File: src/rtl/eth_rx_frame_writer.sv
// RMII receive frame writer: hunts preamble/SFD, packs LSB-first dibits into bytes and writes them to RAM.
// Optional running CRC-32 residue check is enabled by defining ETH_RX_CRC_CHECK_EN.
module eth_rx_frame_writer #(
  parameter int RAM_SIZE       = 2048,
  parameter int MAX_FRAME_LEN  = 1522,
  parameter int MIN_PRE_DIBITS = 8,
  localparam int AW            = $clog2(RAM_SIZE)
) (
  input  logic          clk,
  input  logic          reset,
  input  logic          arm,
  input  logic [AW-1:0] base_addr,
  input  logic          inclk,
  input  logic [1:0]    in,
  input  logic          done_in,
  output logic          write_req,
  output logic [AW-1:0] write_addr,
  output logic [7:0]    write_val,
  output logic          busy,
  output logic          frame_done,
  output logic [10:0]   frame_len,
  output logic [2:0]    frame_err
);

  localparam int            PW      = $clog2(MIN_PRE_DIBITS + 1);
  localparam logic [PW-1:0] PRE_MIN = PW'(MIN_PRE_DIBITS);
  localparam logic [PW-1:0] PRE_ONE = PW'(1);
  localparam logic [10:0]   MAX_LEN = 11'(MAX_FRAME_LEN);

  typedef enum logic [1:0] {
    ST_IDLE = 2'd0,
    ST_HUNT = 2'd1,
    ST_PRE  = 2'd2,
    ST_DATA = 2'd3
  } state_t;

  state_t        state_r, state_s;
  logic [AW-1:0] base_r;
  logic [10:0]   byte_cnt_r, byte_cnt_s;
  logic [PW-1:0] pre_cnt_r, pre_cnt_s;
  logic [1:0]    dibit_idx_r, dibit_idx_s;
  logic [7:0]    shift_r, shift_s, byte_s;
  logic          arm_ok_s, wr_s, ovf_s, done_s, crc_bad_s;
  logic [AW-1:0] wr_addr_s;
  logic [7:0]    wr_val_s;

  logic          write_req_r, busy_r, frame_done_r;
  logic [AW-1:0] write_addr_r;
  logic [7:0]    write_val_r;
  logic [10:0]   frame_len_r;
  logic [2:0]    frame_err_r;

  // Next-state, byte assembly and write scheduling
  always_comb begin
    state_s     = state_r;
    pre_cnt_s   = pre_cnt_r;
    dibit_idx_s = dibit_idx_r;
    shift_s     = shift_r;
    byte_cnt_s  = byte_cnt_r;
    byte_s      = {in, shift_r[7:2]};
    arm_ok_s    = 1'b0;
    wr_s        = 1'b0;
    wr_addr_s   = write_addr_r;
    wr_val_s    = write_val_r;
    ovf_s       = 1'b0;
    done_s      = 1'b0;
    case (state_r)
      ST_IDLE: begin
        if (arm) begin
          arm_ok_s   = 1'b1;
          state_s    = ST_HUNT;
          byte_cnt_s = 11'd0;
        end else begin
          state_s = ST_IDLE;
        end
      end
      ST_HUNT: begin
        if (done_in) begin
          state_s = ST_HUNT;
        end else if (inclk && (in == 2'b01)) begin
          state_s   = ST_PRE;
          pre_cnt_s = PRE_ONE;
        end else begin
          state_s = ST_HUNT;
        end
      end
      ST_PRE: begin
        if (done_in) begin
          state_s = ST_HUNT;
        end else if (inclk) begin
          if (in == 2'b01) begin
            if (pre_cnt_r < PRE_MIN) begin
              pre_cnt_s = pre_cnt_r + PRE_ONE;
            end else begin
              pre_cnt_s = pre_cnt_r;
            end
          end else if ((in == 2'b11) && (pre_cnt_r >= PRE_MIN)) begin
            state_s     = ST_DATA;
            dibit_idx_s = 2'd0;
          end else begin
            state_s = ST_HUNT;
          end
        end else begin
          state_s = ST_PRE;
        end
      end
      ST_DATA: begin
        // A dibit arriving with done_in is folded in before the frame closes
        if (inclk) begin
          shift_s     = byte_s;
          dibit_idx_s = dibit_idx_r + 2'd1;
          if (dibit_idx_r == 2'd3) begin
            if (byte_cnt_r == MAX_LEN) begin
              ovf_s = 1'b1;
            end else begin
              wr_s       = 1'b1;
              wr_addr_s  = base_r + AW'(byte_cnt_r);
              wr_val_s   = byte_s;
              byte_cnt_s = byte_cnt_r + 11'd1;
            end
          end else begin
            ovf_s = 1'b0;
          end
        end else begin
          shift_s = shift_r;
        end
        if (done_in) begin
          state_s = ST_IDLE;
          done_s  = 1'b1;
        end else begin
          state_s = ST_DATA;
        end
      end
      default: state_s = ST_IDLE;
    endcase
  end

`ifdef ETH_RX_CRC_CHECK_EN
  logic [31:0] crc_r, crc_next_s;

  function automatic logic [31:0] crc32_byte(input logic [31:0] crc, input logic [7:0] data);
    logic [31:0] c;
    c = crc ^ {24'h000000, data};
    for (int i = 0; i < 8; i++) begin
      c = c[0] ? ((c >> 1) ^ 32'hEDB88320) : (c >> 1);
    end
    return c;
  endfunction

  // Residue check includes a byte written in the same cycle the frame closes
  always_comb begin
    crc_next_s = crc_r;
    if (wr_s) begin
      crc_next_s = crc32_byte(crc_r, wr_val_s);
    end else begin
      crc_next_s = crc_r;
    end
    crc_bad_s = frame_err_r[0] | ovf_s | (crc_next_s != 32'hDEBB20E3);
  end

  // Running CRC over stored bytes
  always_ff @(posedge clk) begin
    if (reset) begin
      crc_r <= 32'hFFFFFFFF;
    end else if (arm_ok_s) begin
      crc_r <= 32'hFFFFFFFF;
    end else if (wr_s) begin
      crc_r <= crc_next_s;
    end
  end
`else
  assign crc_bad_s = 1'b0;
`endif

  // State, datapath and registered outputs
  always_ff @(posedge clk) begin
    if (reset) begin
      state_r      <= ST_IDLE;
      base_r       <= '0;
      byte_cnt_r   <= 11'd0;
      pre_cnt_r    <= '0;
      dibit_idx_r  <= 2'd0;
      shift_r      <= 8'h00;
      write_req_r  <= 1'b0;
      write_addr_r <= '0;
      write_val_r  <= 8'h00;
      busy_r       <= 1'b0;
      frame_done_r <= 1'b0;
      frame_len_r  <= 11'd0;
      frame_err_r  <= 3'b000;
    end else begin
      state_r      <= state_s;
      byte_cnt_r   <= byte_cnt_s;
      pre_cnt_r    <= pre_cnt_s;
      dibit_idx_r  <= dibit_idx_s;
      shift_r      <= shift_s;
      write_req_r  <= wr_s;
      write_addr_r <= wr_addr_s;
      write_val_r  <= wr_val_s;
      busy_r       <= (state_s != ST_IDLE);
      frame_done_r <= done_s;
      if (arm_ok_s) begin
        base_r      <= base_addr;
        frame_len_r <= 11'd0;
        frame_err_r <= 3'b000;
      end else if (done_s) begin
        frame_len_r <= byte_cnt_s;
        frame_err_r <= {crc_bad_s, (dibit_idx_s != 2'd0), frame_err_r[0] | ovf_s};
      end else if (ovf_s) begin
        frame_err_r[0] <= 1'b1;
      end
    end
  end

  assign write_req  = write_req_r;
  assign write_addr = write_addr_r;
  assign write_val  = write_val_r;
  assign busy       = busy_r;
  assign frame_done = frame_done_r;
  assign frame_len  = frame_len_r;
  assign frame_err  = frame_err_r;

endmodule

File: config.mk
export PLATFORM = sky130hd
export DESIGN_NAME = eth_rx_frame_writer
export DESIGN_NICKNAME = d
export VERILOG_FILES = /design/src/rtl/eth_rx_frame_writer.sv
export SDC_FILE = /design/constraint.sdc
export NUM_CORES = 1
export LEC_CHECK = 0
export CELL_PAD_IN_SITES_DETAIL_PLACEMENT = 1
export CELL_PAD_IN_SITES_GLOBAL_PLACEMENT = 1
export CORE_UTILIZATION = 43
export DETAILED_ROUTE_END_ITERATION = 7
export PLACE_DENSITY_LB_ADDON = 0.15
export SYNTH_ARGS = -nofsm -noshare
export SYNTH_HDL_FRONTEND = slang
export SYNTH_SLANG_ARGS = --single-unit
File: constraint.sdc
create_clock -name clk -period 3.7 [get_ports clk]
set_input_delay 0.925 -clock clk [delete_from_list [all_inputs] [get_ports clk]]
set_output_delay 0.925 -clock clk [all_outputs]
set_load 0.005 [all_outputs]
==> results.md, run 1 <==
- Outcome: complete, no violations
- Routed wire length: 10250 µm
- Syn Inst Count: 445
- Worst Path Buf+Inv: 1
- Crit path cell chain: clkdlybuf4s50_1, and2_1, nand3_1, or3b_1, and2_0, a21oi_1
- Clk pwr share: 0.471
- Detailed Routing Iterations Pass 1: 4
- Clock-pin slew on the worst setup and hold paths: 0.08 ns
- Max cap viols: 0
- CP required: 3.98 ns
- Post-DR wirelength/cell: 17.20 µm
- Seq/Total Area, Yosys: 0.3912
- Slew HR: 0.5525
- Crit path launch type: primary input
- Mapped cell area: 3633 µm²
- Most common cell in the netlist: nand2_1
- Fin crit period: 2.737 ns
- Cell variety after synth: 62
- Via count: 3427
- Reg2Reg Setup Slack: 1.37 ns
- DR iter-0 viols: 140
- Clock Latency Late Sink: 0.35 ns
- Yosys warning count: 0
- Area share of the largest cell type after synthesis: 0.3912
- Cell internal pwr: 1303 µW
- Worst Hold Class: reg -> reg
- Main synth FF type: dfxtp_1
- CTS Buf Count: 9
- Fin. max-slew vios: 0
- CP max-delay cell: clkdlybuf4s50_1
- Synth top area cells: dfxtp_1 39%, nand2_1 8.1%, a21oi_1 6.9%, ha_1 6.5%, o21ai_0 4.0%
- Post-CTS sizing: 0
- RSZ-0062 raised after global routing: no
- Endpoints failing hold: 0
- Core ar.: 8217 µm²
- Die Span Y: 93.93 µm
- Mapped Avg Cell Area: 8.165 µm²
- TNS Setup: 0 ns
- Synthesized net count: 483
- Port buffer count: 52
- Final setup vio count: 0
- CTS max path bufs: 2
- Initial antenna violation count: 0
- Root Buffer: clkbuf_8
- Vias in the first global route: 3444
- Crit Path Class: in -> reg
- Die X: 93.93 µm
- Total power: 1689 µW
- F_max: 0.3653 GHz
- Worst-Margin Slew: 0.6713 ns
- Layout cell share with drive strength beyond 1: 0.07536
- Fin crit share: 0.7398
- Gr ovfl total: 0
- Sequential share of power: 0.462
- CP Max Fanout: 17
- Sw power: 386.7 µW
- Post-CTS Setup Bufs: 0
- Cell taking the most area after synthesis: dfxtp_1
- Hold-fix buffers at CTS: 0
- Initial core utilization: 0.4422
- Htree depth: 3
- Most frequent cells after synthesis: 78 x nand2_1, 71 x dfxtp_1, 50 x a21oi_1
- Diode count: 0
- CP delay by family, top: simple AND/OR/NAND/NOR gates
- Leakage: 0.001629 µW
- First-pass GRT wire length: 16930 µm
- TritonCTS clock tree: built
- PwrDens: 380.5 nW/µm²
- Setup crit end kind: flip-flop
- Post-DP HPWL: 7398 µm
- GPL Wtd Cong: 0.8858
- Row count: 33
- Global Route Usage Sum: 0.2491
- Switching Fraction: 0.2289
- Synthesis-to-finish area growth: 22.21%
- Combinational power share: 0.067
- Worst vdd ir: 0.1825 mV
- Post-route ant nets: 0
- I/O pin count: 54
- Flops & latches, synth: 71
- CP Data Arrival Time: 3.02 ns
- Die area: 8822 µm²
- Layout net count: 524
- CP peak stage delay: 0.85 ns
- Layout Skew: 0.007673 ns
- EDFF count, synth: 0
- Remaining DRCs: 0
- Via-to-Cell Ratio: 5.750
- Clock Sinks: 71
- Largest net degree at the start of global routing: 35
- Ys async rst share: 0
[through the flow]
stage | cells | hold slack [ns] | area, µm² | util | setup slack [ns]
6_report | 596 | 0.4564 | 4441 | 0.5404 | 0.9626
5_1_grt | 596 | 0.4776 | 4441 | 0.5404 | 0.8019
3_5_place_dp | 580 | 0.4529 | 4185 | 0.5094 | 0.6242
3_3_place_gp | 580 | 0.4415 | 4185 | 0.5094 | 0.6996
2_1_floorplan | 445 | 0.4321 | 3633 | - | 1.621
4_1_cts | 596 | 0.4623 | 4441 | 0.5404 | 0.9677
[final timing paths]
| check | start | cells after the start | endpoint |
|---|---|---|---|
| worst min register to register | write_addr[4]$_SDFFE_PP0P_ | 2 | write_addr[4]$_SDFFE_PP0P_ |
| worst max-delay path | inclk | 6 | frame_len[9]$_SDFFE_PP0P_ |
| worst max register to register | state_r[1]$_SDFF_PP0_ | 6 | frame_len[9]$_SDFFE_PP0P_ |
| worst min-delay path | write_addr[4]$_SDFFE_PP0P_ | 2 | write_addr[4]$_SDFFE_PP0P_ |
[worst register-to-register path, delay by kind of cell, from the launching register on]
kind / cells / cell delay [ns]
and+or+nand+nor: 4 / 1.13
adders and majority gates: 1 / 0.62
DFF: 1 / 0.40
AOI/OAI and AO/OA: 1 / 0.13
[metal layers]
layer / up-vias / part of all wire / track usage
li1: 1662 / - / -
met1: 1674 / 0.43 / 0.2913
met2: 70 / 0.51 / 0.4489
met3: 21 / 0.032 / 0.03641
met4: 0 / 0.027 / 0.1064
met5: - / 0 / 0
[power groups by stage]
stage | registers, µW | logic [µW] | clock network (µW)
after CTS | 781 | 113 | 807
after global routing | 782 | 125 | 842
final | 781 | 113 | 796
after floorplan | 796 | 68.9 | 0
after global placement | 799 | 110 | 0
after detailed placement | 799 | 113 | 0
[final cells by class]
| cell class | instances | area [µm²] |
|---|---|---|
| Multi-Input combinational cell | 331 | 2023 |
| Tap cell | 105 | 131.4 |
| Fill cell | 1009 | 3776 |
| Inverter | 17 | 63.81 |
| Sequential cell | 71 | 1421 |
| Clock inverter | 5 | 103.9 |
| Clock buffer | 11 | 151.4 |
| Timing Repair Buffer | 56 | 545.5 |
[placed cells by master, fill, tap and decap left out, types with 3 or more instances in the layout]
cell type        instances
nand2_1                 78
dfxtp_1                 71
a211oi_2                 5
a21oi_1                 50
nand4_1                  4
ha_1                    19
mux2i_1                  3
nand3_1                 15
nor2b_1                  3
bufinv_16                3
a21o_1                   4
inv_1                   17
nor3_1                   4
nand3b_1                 3
or3_1                    3
a22oi_1                  3
buf_4                    4
a31oi_1                  9
nor2_1                  25
clkbuf_8                11
nand4b_1                 4
and4_1                   5
a211oi_1                 4
nand2b_1                 4
xnor2_1                  6
or4_1                    3
and2_1                   5
o21ai_0                 29
clkdlybuf4s50_1         51
[flip-flops by register name, indices dropped and copies added (netlist names)]
name	flops
base_r	11
busy	1
byte_cnt_r	11
dibit_idx_r	2
frame_done	1
frame_err	2
frame_len	11
pre_cnt_r	4
shift_r	6
state_r	2
write_addr	11
write_req	1
write_val	8
[cells by family after synthesis]
family,count (synthesis),share of synthesized area
AOI/OAI and AO/OA,128,0.2207
xor gates and xnor gates,7,0.01687
adders and majority gates,20,0.07094
buffers and inverters,43,0.05199
DFF,71,0.3912
muxes,5,0.01446
other,1,0.001032
and+or+nand+nor,170,0.2328
No activity file was read; power rests on OpenSTA's default activity.
==> inputs of run 2 (changes only) <==
--- a/config.mk
+++ b/config.mk
@@ -7,7 +7,7 @@
 export LEC_CHECK = 0
 export CELL_PAD_IN_SITES_DETAIL_PLACEMENT = 1
 export CELL_PAD_IN_SITES_GLOBAL_PLACEMENT = 1
-export CORE_UTILIZATION = 43
+export CORE_UTILIZATION = 40
 export DETAILED_ROUTE_END_ITERATION = 7
 export PLACE_DENSITY_LB_ADDON = 0.15
 export SYNTH_ARGS = -nofsm -noshare
==> constraint.sdc (replaced) <==
create_clock -name clk -period 2.7 [get_ports clk]
set_input_delay 0.675 -clock clk [delete_from_list [all_inputs] [get_ports clk]]
set_output_delay 0.675 -clock clk [all_outputs]
set_load 0.005 [all_outputs]
==> run 2 against run 1 <==
Compared with the run above: first-iteration DRC count is 26% lower; sequential share of layout area is 0.28 points lower; clock skew is 0.0031 ns higher; total power is 30% higher; critical endpoint is now write_addr[10]$_SDFFE_PP0P_; cell area is 0.87% higher; sequential power is 37% higher.
==> results.md, run 2 (synthesized netlist as in run 1, its figures left out) <==
- Post-DR wirelength/cell: 17.19 µm (about the same)
- Largest net degree at the start of global routing: 23 (-34%)
- Commonest non-fill, non-tap cell in the layout: nand2_1
- Worst Path Buf+Inv: 0 (-1)
- Crit Path Class: reg -> reg
- Hold path cells: 2 (unchanged)
- FILL cells: 1091 (+8.1%)
- CP Data Arrival Time: 2.51 ns (-0.51 ns)
- Slew HR: 0.5340 (-0.01850)
- Path length in cells of the critical path: 7 (+1)
- Max cap viols: 0 (unchanged)
- Initial core utilization: 0.4146 (-0.02759)
- Initial antenna violation count: 0 (unchanged)
- Inst Count DP: 592 (+2.1%)
- Reg2Reg Depth: 7 (+1)
- CTS Buf Count: 9 (unchanged)
- Vias in the first global route: 3608 (+4.8%)
- Area after DPL: 4257 µm² (+1.7%)
- Layout net count: 533 (+1.7%)
- Synthesis-to-finish area growth: 23.28%
- Remaining DRCs: 0 (unchanged)
- CP peak stage delay: 0.44 ns (-0.41 ns)
- Outcome: complete, no violations
- Commonest cells after routing, fill and taps aside: 78 x nand2_1, 71 x dfxtp_1, 51 x clkdlybuf4s50_1, 50 x a21oi_1, 29 x o21ai_0
- Fin crit period: 2.228 ns
- Worst path most repeated cell: a211oi_2
- Top sig layer: met4
- TNS Setup: 0 ns (unchanged)
- WHS: 0.4572 ns (+0.0008290 ns)
- Clock Latency Late Sink: 0.35 ns (about the same)
- Worst Hold Class: reg -> reg
- Fin. max-slew vios: 0 (unchanged)
- CP Max Fanout: 6 (-11)
- Register area: 1421 µm² (unchanged)
- Crit path launch type: flip-flop
- Via-to-Cell Ratio: 5.628 (-2.1%)
- Post-DP HPWL: 7869 µm (+6.4%)
- Leakage: 0.001654 µW (+1.5%)
- Gr ovfl total: 0 (unchanged)
- Worst vdd ir: 0.2553 mV (+40%)
- Setup crit end kind: flip-flop
- Global Route Usage Sum: 0.2330 (-0.01610)
- Post-route ant nets: 0 (unchanged)
- CP max-delay cell: fa_1
- Clock Sinks: 71 (unchanged)
- First-pass GRT wire length: 17650 µm (+4.2%)
- CP required: 2.98 ns (-1.00 ns)
- Fin area: 4479 µm² (+0.87%)
- Via count: 3422 (-0.15%)
- RSZ-0062 raised after global routing: no
- Final setup vio count: 0 (unchanged)
- Worst-Margin Slew: 0.6990 ns (+0.02775 ns)
- Final Util: 0.5111 (-0.02929)
- I/O pin count: 54 (unchanged)
- Post-Route M1 WL: 4744 µm (+7.0%)
- CP delay by family, top: compound AO/OA/AOI/OAI gates
- CTS max path bufs: 2 (unchanged)
- Die X: 97.31 µm (+3.6%)
- GPL Wtd Cong: 0.8619 (-2.7%)
- DR iter-0 viols: 104 (-26%)
- Row count: 34 (+3.0%)
- Die Span Y: 97.31 µm (+3.6%)
- Endpoints failing hold: 0 (unchanged)
- Non-Filler Instances: 608 (+2.0%)
- Core ar.: 8763 µm² (+6.7%)
- F_max: 0.4489 GHz
- TritonCTS clock tree: built
- Root Buffer: clkbuf_8
- PwrDens: 491.9 nW/µm² (+29%)
- Htree depth: 3 (unchanged)
- Layout cell share with drive strength beyond 1: 0.08800 (+0.01264)
- Met2 routed WL: 5258 µm (+0.84%)
- Layout Skew: 0.01081 ns (+0.003138 ns)
- Post-CTS Setup Bufs: 0 (unchanged)
- Crit path cell chain: ha_1, fa_1, a211oi_2, o21ai_1, a221oi_2, xnor2_1, a211oi_2
- Clock-pin slew on the worst setup and hold paths: 0.08 ns (about the same)
- Hold-fix buffers at CTS: 0 (unchanged)
- Routed wire length: 10450 µm (+2.0%)
- Post-CTS sizing: 0 (unchanged)
- Port buffer count: 52 (unchanged)
- Die area: 9469 µm² (+7.3%)
- Detailed Routing Iterations Pass 1: 4 (unchanged)
- Diode count: 0 (unchanged)
- Multi-input gate area: 2023 µm² (unchanged)
- Fin crit share: 0.8250
- DR WL met3: 301 µm (-8.2%)
[run 2: worst register-to-register path, cell delays in order (launching register included)]
cell and delay, ns:
dfxtp_1 0.40, ha_1 0.27, fa_1 0.44, a211oi_2 0.25, o21ai_1 0.16, a221oi_2 0.31
xnor2_1 0.13, a211oi_2 0.21
[run 2: final timing paths]
check | from | endpoint | slack, ns
setup / recovery | byte_cnt_r[0]$_SDFF_PP0_ | write_addr[10]$_SDFFE_PP0P_ | 0.47
hold / removal | write_val[0]$_SDFFE_PP0P_ | write_val[0]$_SDFFE_PP0P_ | 0.46
setup reg to reg | byte_cnt_r[0]$_SDFF_PP0_ | write_addr[10]$_SDFFE_PP0P_ | 0.47
hold reg to reg | write_val[0]$_SDFFE_PP0P_ | write_val[0]$_SDFFE_PP0P_ | 0.46
[run 2: through the flow]
| step | setup slack [ns] | power (µW) |
|---|---|---|
| after floorplan | 0.7529 | 1185 |
| after global placement | 0.2208 | 1254 |
| after detailed placement | 0.1390 | 1258 |
| after CTS | 0.4489 | 2225 |
| after global routing | 0.3444 | 2276 |
| final | 0.4724 | 2203 |
[run 2: power by group]
| part | switching [µW] | internal [µW] |
|---|---|---|
| Combinational | 95.9 | 67.8 |
| Sequential | 9.51 | 1060 |
| Clock | 419 | 552 |
| Total | 524 | 1680 |
[run 2: cell type report]
class,count,area share
Sequential cell,71,0.3173
Clock buffer,12,0.03240
Timing Repair Buffer,65,0.1369
Tap cell,108,0.03017
Clock inverter,4,0.01732
Multi-Input combinational cell,331,0.4517
Inverter,17,0.01425
[run 2: metal layers]
metal / up-vias / GRT usage
li1: 1677 / -
met1: 1661 / 0.2885
met2: 69 / 0.4128
met3: 15 / 0.04604
met4: 0 / 0.05995
met5: - / 0
